==> src/rtl/o_reg_serializer.sv <==
// Queues every change of the core's o_reg and shifts it out as a
// UART-style frame: start bit, 4 data bits LSB first, stop bit.
module o_reg_serializer #(
    parameter int unsigned CLKS_PER_BIT = 4
) (
    input  logic       clk,
    input  logic       sync_reset,
    input  logic [3:0] o_reg,
    output logic       tx,
    output logic       busy,
    output logic [2:0] fifo_count,
    output logic       fifo_full,
    output logic       fifo_empty,
    output logic       overflow
);

    typedef enum logic [1:0] {IDLE, START, DATA, STOP} state_t;

    localparam logic [7:0] LAST_CNT = 8'(CLKS_PER_BIT - 1);

    state_t     state, state_nxt;
    logic [3:0] last;
    logic [3:0] mem [4];
    logic [1:0] wr_ptr, rd_ptr;
    logic [3:0] shift, shift_nxt;
    logic [7:0] bit_cnt, cnt_nxt;
    logic [1:0] idx, idx_nxt;
    logic       push_req, push_ok, pop;

    assign fifo_full  = (fifo_count == 3'd4);
    assign fifo_empty = (fifo_count == 3'd0);
    assign busy       = (state != IDLE);

    // Pop sees only the registered count, so a same-edge push is never bypassed
    assign push_req = (o_reg != last);
    assign pop      = (state == IDLE) && !fifo_empty;
    assign push_ok  = push_req && (!fifo_full || pop);

    always_comb begin
        state_nxt = state;
        cnt_nxt   = bit_cnt;
        idx_nxt   = idx;
        shift_nxt = shift;
        tx        = 1'b1;
        unique case (state)
            IDLE: begin
                if (pop) begin
                    state_nxt = START;
                    cnt_nxt   = 8'd0;
                    idx_nxt   = 2'd0;
                    shift_nxt = mem[rd_ptr];
                end
            end
            START: begin
                tx = 1'b0;
                if (bit_cnt == LAST_CNT) begin
                    cnt_nxt   = 8'd0;
                    state_nxt = DATA;
                end else begin
                    cnt_nxt = bit_cnt + 8'd1;
                end
            end
            DATA: begin
                tx = shift[0];
                if (bit_cnt == LAST_CNT) begin
                    cnt_nxt   = 8'd0;
                    shift_nxt = shift >> 1;
                    idx_nxt   = idx + 2'd1;
                    if (idx == 2'd3) state_nxt = STOP;
                end else begin
                    cnt_nxt = bit_cnt + 8'd1;
                end
            end
            STOP: begin
                tx = 1'b1;
                if (bit_cnt == LAST_CNT) begin
                    cnt_nxt   = 8'd0;
                    state_nxt = IDLE;
                end else begin
                    cnt_nxt = bit_cnt + 8'd1;
                end
            end
            default: state_nxt = IDLE;
        endcase
    end

    always_ff @(posedge clk) begin
        if (sync_reset) begin
            state      <= IDLE;
            last       <= o_reg;
            wr_ptr     <= 2'd0;
            rd_ptr     <= 2'd0;
            fifo_count <= 3'd0;
            overflow   <= 1'b0;
            bit_cnt    <= 8'd0;
            idx        <= 2'd0;
            shift      <= 4'd0;
        end else begin
            state   <= state_nxt;
            last    <= o_reg;
            bit_cnt <= cnt_nxt;
            idx     <= idx_nxt;
            shift   <= shift_nxt;
            if (push_ok) begin
                mem[wr_ptr] <= o_reg;
                wr_ptr      <= wr_ptr + 2'd1;
            end
            if (pop) rd_ptr <= rd_ptr + 2'd1;
            if (push_req && !push_ok) overflow <= 1'b1;
            case ({push_ok, pop})
                2'b10:   fifo_count <= fifo_count + 3'd1;
                2'b01:   fifo_count <= fifo_count - 3'd1;
                default: fifo_count <= fifo_count;
            endcase
        end
    end

endmodule

==> config.mk <==
export PLATFORM = sky130hd
export DESIGN_NAME = o_reg_serializer
export DESIGN_NICKNAME = d
export VERILOG_FILES = /design/src/rtl/o_reg_serializer.sv
export SDC_FILE = /design/constraint.sdc
export NUM_CORES = 1
export LEC_CHECK = 0
export ABC_AREA = 1
export BUFFER_PORTS_ARGS = -buffer_cell sky130_fd_sc_hd__buf_2
export CORE_UTILIZATION = 54
export DETAILED_ROUTE_END_ITERATION = 8
export HOLD_SLACK_MARGIN = 0.08
export MAX_ROUTING_LAYER = met4
export PLACE_DENSITY = 0.75
export REMOVE_ABC_BUFFERS = 1
export SKIP_LAST_GASP = 1
export SLEW_MARGIN = 10
export SYNTH_ARGS = -nofsm -noshare
export SYNTH_HDL_FRONTEND = slang
export SYNTH_SLANG_ARGS = --single-unit
export TNS_END_PERCENT = 30
==> constraint.sdc <==
create_clock -name clk -period 2.26 [get_ports clk]
set_clock_uncertainty 0.1 [all_clocks]
set_input_delay 0.113 -clock clk [delete_from_list [all_inputs] [get_ports clk]]
set_output_delay 0.113 -clock clk [all_outputs]
set_load 0.05 [all_outputs]
Word level (Yosys, flattened, before mapping). Memory sizes are Yosys's and may differ from the RTL's. A register that Yosys moved wholly into a read port is not among the register bits. Index checks and enable logic that the tools add are counted.

Memory bits (writable): 16. Input bits: 6. Register bits: 28. Memories: 1. Word-level logic and storage cells: 67.

Reduce and logical (&&, ||, !) cells: 15. Eq/ne operators: 14. Muxes and demuxes: 22. $add $sub $neg: 6.

Memory list: mem (depth 4, bits a word 4, rd ports 1, clocked after Yosys merged registers in 1, write ports 1, RTL line 23) `logic [3:0] mem [4];`.

Operators by type and width (count): 2-bit 2-to-1 mux (9); 8-bit 2-to-1 mux (2); 8-bit case mux with 2 select lines (1); 2-bit != test, second input constant (5); 8-bit by 1-bit adder with 8-bit output, second input constant (1); 2-bit equality test, second input constant (4); 8-bit by 2-bit equality test with 1-bit output, second input constant (1); 4-bit 2-to-1 mux (2); 2-bit case mux with 4 select lines (1); 4-bit case mux with 2 select lines (1); 2-bit by 1-bit adder with 2-bit output, second input constant (3); 3-bit case mux with 2 select lines (1); 2-bit nonzero test (3); 5-bit AND reduction (1); 2-bit by 1-bit equality test with 1-bit output, second input constant (2); 4-bit != test (1); 2-bit case mux with 2 select lines (1); 3-bit by 1-bit adder with 3-bit output, second input constant (1); 3-bit equality test, second input constant (1); 1-bit logical AND (3); 1-bit logical NOT (3); 3-bit logical NOT (1); 1-bit 2-to-1 mux (3); 3-bit AND reduction (1); 5 further kinds (5).

Depth between registers and ports, before layout.
Word-level depth: 8. Mapped depth: 13.

Least setup slack after synthesis. No wires, ideal clock.

Path type: register to register. From: register fifo_count[2]. To: register fifo_count[2]. Arrival time: 2.754 ns. Path slack: -0.716 ns. Period minus slack after synthesis: 2.976 ns. Cell stages (with the launch flop): 12. Data required time: 2.038 ns. Path buffers: 0. Cells stage by stage: dfxtp_1 -> inv_2 -> nor3_2 -> nand2_2 -> nand2_1 -> ha_1 -> inv_1 -> fa_1 -> a21oi_1 -> o21ai_0 -> o21ai_0 -> a21oi_1.

RTL lines: start, declared (RTL line 11) `output logic [2:0] fifo_count,`; start signal, assigned (RTL line 111) `2'b10: fifo_count <= fifo_count + 3'd1;`; start signal, assigned (RTL line 112) `2'b01: fifo_count <= fifo_count - 3'd1;`; start signal, assigned (RTL line 113) `default: fifo_count <= fifo_count;`; 3-bit equality test * (RTL line 30) `assign fifo_full = (fifo_count == 3'd4);`; net fifo_full (RTL line 12) `output logic fifo_full,`; 1-bit logical NOT * (RTL line 37) `assign push_ok = push_req && (!fifo_full || pop);`; 1-bit logical OR * (RTL line 37); 1-bit logical AND * (RTL line 37); 2-bit by 1-bit equality test with 1-bit output or 2-bit equality test (tied branches) (RTL line 110) `case ({push_ok, pop})`; 3-bit case mux with 2 select lines or 2-bit nonzero test (tied branches).

Mark *: on every way through the listed nets, which the timed path passes. The rest lies on a longest branch. A chain may end at the register's enable or synchronous reset.

Worst setup path after layout.
From: input port o_reg[3]. To: register fifo_count[2].

Longest elaborated chain between the ends: 4.

Ends and longest elaborated chain: start, declared (RTL line 8) `input logic [3:0] o_reg,`; 4-bit != test * (RTL line 35) `assign push_req = (o_reg != last);`; 1-bit logical AND * (RTL line 37); 2-bit by 1-bit equality test with 1-bit output or 2-bit equality test (tied branches) (RTL line 110); 3-bit case mux with 2 select lines or 2-bit nonzero test (tied branches).

Mark *: on every way between the ends. The rest lies on a longest branch, timed or not.

==> results.json <==
{
  "rsz0062_at_grt": "no",
  "core_region_area_um2": 4000,
  "antennaDiodeCount": 0,
  "crit_buf_inv": 4,
  "path_max_fanout": 7,
  "fin_crit_ns": 2.10,
  "peakVddDrop_mv": 0.657,
  "whs_ns": 0.350,
  "grtUsageTotal_pct": 20.0,
  "p_per_area_nw_per_um2": 1220,
  "pwr-share-seq_pct": 37.3,
  "crit_top_cell": "nand2_1",
  "drtIter0Drc": 58,
  "p_sw_mw": 1.39,
  "syn_inst": 283,
  "area.sequential_um2": 1080,
  "fin_util_pct": 63.5,
  "cpMaxStageDelayCell": "dlygate4sd3_1",
  "via_count": 1726,
  "layout-drive-gt1-share_pct": 15.2,
  "synth_warnings": 0,
  "synth_seq_cells": 46,
  "final-hold-violation-count": 0,
  "place_area_um2": 2390,
  "synth_top_family_by_area": "simple AND/OR/NAND/NOR gates",
  "clkLatencyLatePin_ns": 0.30,
  "max-slew-margin-rel_pct": 71.7,
  "clockRootBuffer": "clkbuf_8",
  "layout_commonest_cell": "nand2_1",
  "ant_nets": 0,
  "cp.required_ns": 2.35,
  "min_period_over_period_pct": 92.9,
  "grt_pass1_wl_um": 6440,
  "area_growth_pct": 13.0,
  "clock_sinks": 46,
  "synth_top_area_share_pct": 26.7,
  "nets": 328,
  "initial_core_util_pct": 56.2,
  "finalMaxSlewViolations": 0,
  "cp.arrival_ns": 2.19,
  "dr.pass1.iters": 4,
  "synthTopCellsByArea": "dfxtp_1 27%, edfxtp_1 21%, nand2_1 12%",
  "die_w_um": 66.5,
  "p_clk_share_pct": 15.6,
  "viasPerCell": 4.79,
  "hpwlAfterDp_um": 2790,
  "dieArea_um2": 4430,
  "drt-total-wl_um": 3870,
  "numCtsBuffers": 5,
  "avgSynthCellArea_um2": 7.94,
  "multi_input_area_um2": 980,
  "antenna_found_initial": 0,
  "yosys.area.top_type": "dfxtp_1",
  "cp-end-kind": "flop",
  "fp-row-count": 23,
  "worstSetupPathType": "in2reg",
  "place.gp.congestion": 0.770,
  "cts_tree": "built",
  "htree_levels": 2,
  "cp_cell_sequence": "dlygate4sd3_1, buf_2, inv_1, nand2_1, nand2_1, nor2_1, nand2_1, nand2_1, ha_1, inv_1, fa_2, a21oi_2, o21ai_0, o21ai_1, a21oi_1",
  "cts_buffer_depth": 2,
  "worst_pin_slew_ns": 0.423,
  "nFillCells": 354,
  "maxCapViolations": 0,
  "synthSimpleGateAreaFrac_pct": 26.9,
  "hold_class": "reg2reg",
  "finalSetupViolCount": 0,
  "grt_pass1_vias": 1543,
  "io_pins": 14,
  "slowest_delay_ns": 0.53,
  "drc_errors": 0,
  "die_h_um": 66.5,
  "ys_seq_area_share_pct": 48.1,
  "netlist_area_um2": 2250,
  "power_frac_comb_pct": 47.2,
  "synth_fa_ha_area_share_pct": 7.57,
  "synthMuxAreaShare_pct": 0,
  "status": "finished clean",
  "critPathTopFamily": "buffers and inverters",
  "p_leak_nw": 1.17,
  "port_buffers": 13,
  "overflow": 0,
  "critPathLaunchType": "primary input",
  "synth.distinct_cells": 26,
  "synth_xor_xnor_area_share_pct": 1.56,
  "stdcell_area_um2": 2540,
  "p_sw_share_pct": 44.9,
  "mostFrequentLayoutCells": "73 x nand2_1, 37 x inv_1, 31 x nor2_1",
  "grt_max_degree": 16,
  "wl_per_cell_um": 10.8,
  "cell_internal_pwr_mw": 1.71,
  "max_freq_mhz": 476,
  "total_power_mw": 3.10,
  "synth_compound_area_share_pct": 7.12,
  "clk_pin_slew_worst_paths_ns": 0.08
}
[flip-flops by register name, indices dropped and copies added, names as in the netlist, named ones only]
register,flops
last,4
mem,16
overflow,1
wr_ptr,2
fifo_count,3
shift,4
rd_ptr,2
bit_cnt,8
idx,2
state,2
[cell usage after synthesis]
master,number
xor2_1,4
nor2_4,1
nand2_2,4
inv_4,1
clkbuf_1,1
nand2_1,73
nor2_1,31
o21ai_0,5
inv_1,37
nor3_2,1
a21oi_1,23
buf_4,1
or2_1,2
or2_0,1
inv_2,8
fa_1,1
ha_1,12
nor2_2,1
buf_2,2
dfxtp_1,30
nand3_1,20
edfxtp_1,16
nand2_4,1
nand3_4,1
o21ai_1,4
nand3b_1,2
[layer usage]
metal / track usage, % / up-vias / part of all wire (%)
met1: 22.8 / 769 / 48
met5: - / - / 0
met2: 32.8 / 16 / 48
met3: 5.82 / 6 / 2.2
met4: 8.24 / 0 / 1.4
li1: - / 935 / -
[worst min-delay path, delay by kind of cell (launching register included)]
kind / cells / cell delay, ns
compound gates: 1 / 0.05
flops: 1 / 0.31
buf+inv: 1 / 0.04
[logic make-up (layout without fill, tap and decap cells)]
logic type	Yosys count	in the layout
simple gates	138	138
buf+inv	50	77
compound gates	32	32
xor+xnor	4	4
fa+ha+maj	13	13
flops	46	46
[timing repair]
item / in CTS / in global routing
endpoints found under the setup margin: 0 / 1
hold buffers: 5 / 0
buffers inserted: 0 / 0
gates resized for setup: 0 / 6
endpoints found under the hold margin: 23 / 0
[final timing paths]
kind	cells past startpoint	to	startpoint	slack, ns
setup / recovery	15	fifo_count[2]	o_reg[3]	0.16
hold / removal	2	overflow	overflow	0.35
setup reg to reg	11	fifo_count[2]	state[1]	0.18
hold reg to reg	2	overflow	overflow	0.35
[cell type report]
type | instances | share of cell area (%)
Tap cell | 50 | 2.46
Multi-Input combinational cell | 187 | 38.6
Clock inverter | 3 | 0.640
Timing Repair Buffer | 23 | 6.11
Clock buffer | 5 | 2.71
Inverter | 46 | 6.90
Sequential cell | 46 | 42.6
[power by group through the flow]
stage | Clock, mW | Sequential, mW | Combinational [mW]
floorplan | 0 | 1.22 | 1.07
global placement | 0 | 1.16 | 1.41
detailed placement | 0 | 1.17 | 1.43
CTS | 0.499 | 1.15 | 1.45
global route | 0.532 | 1.17 | 1.66
finish | 0.483 | 1.16 | 1.46
[metrics by stage]
stage | std cells | setup TNS, ns | setup WS (ns)
after floorplan | 279 | -2.13 | -0.716
after global placement | 347 | 0 | 0.122
after detailed placement | 347 | 0 | 0.0757
after CTS | 360 | 0 | 0.0520
after global routing | 360 | 0 | 0.0274
final | 360 | 0 | 0.160
Note: power is estimated with default switching activity, not from simulation.
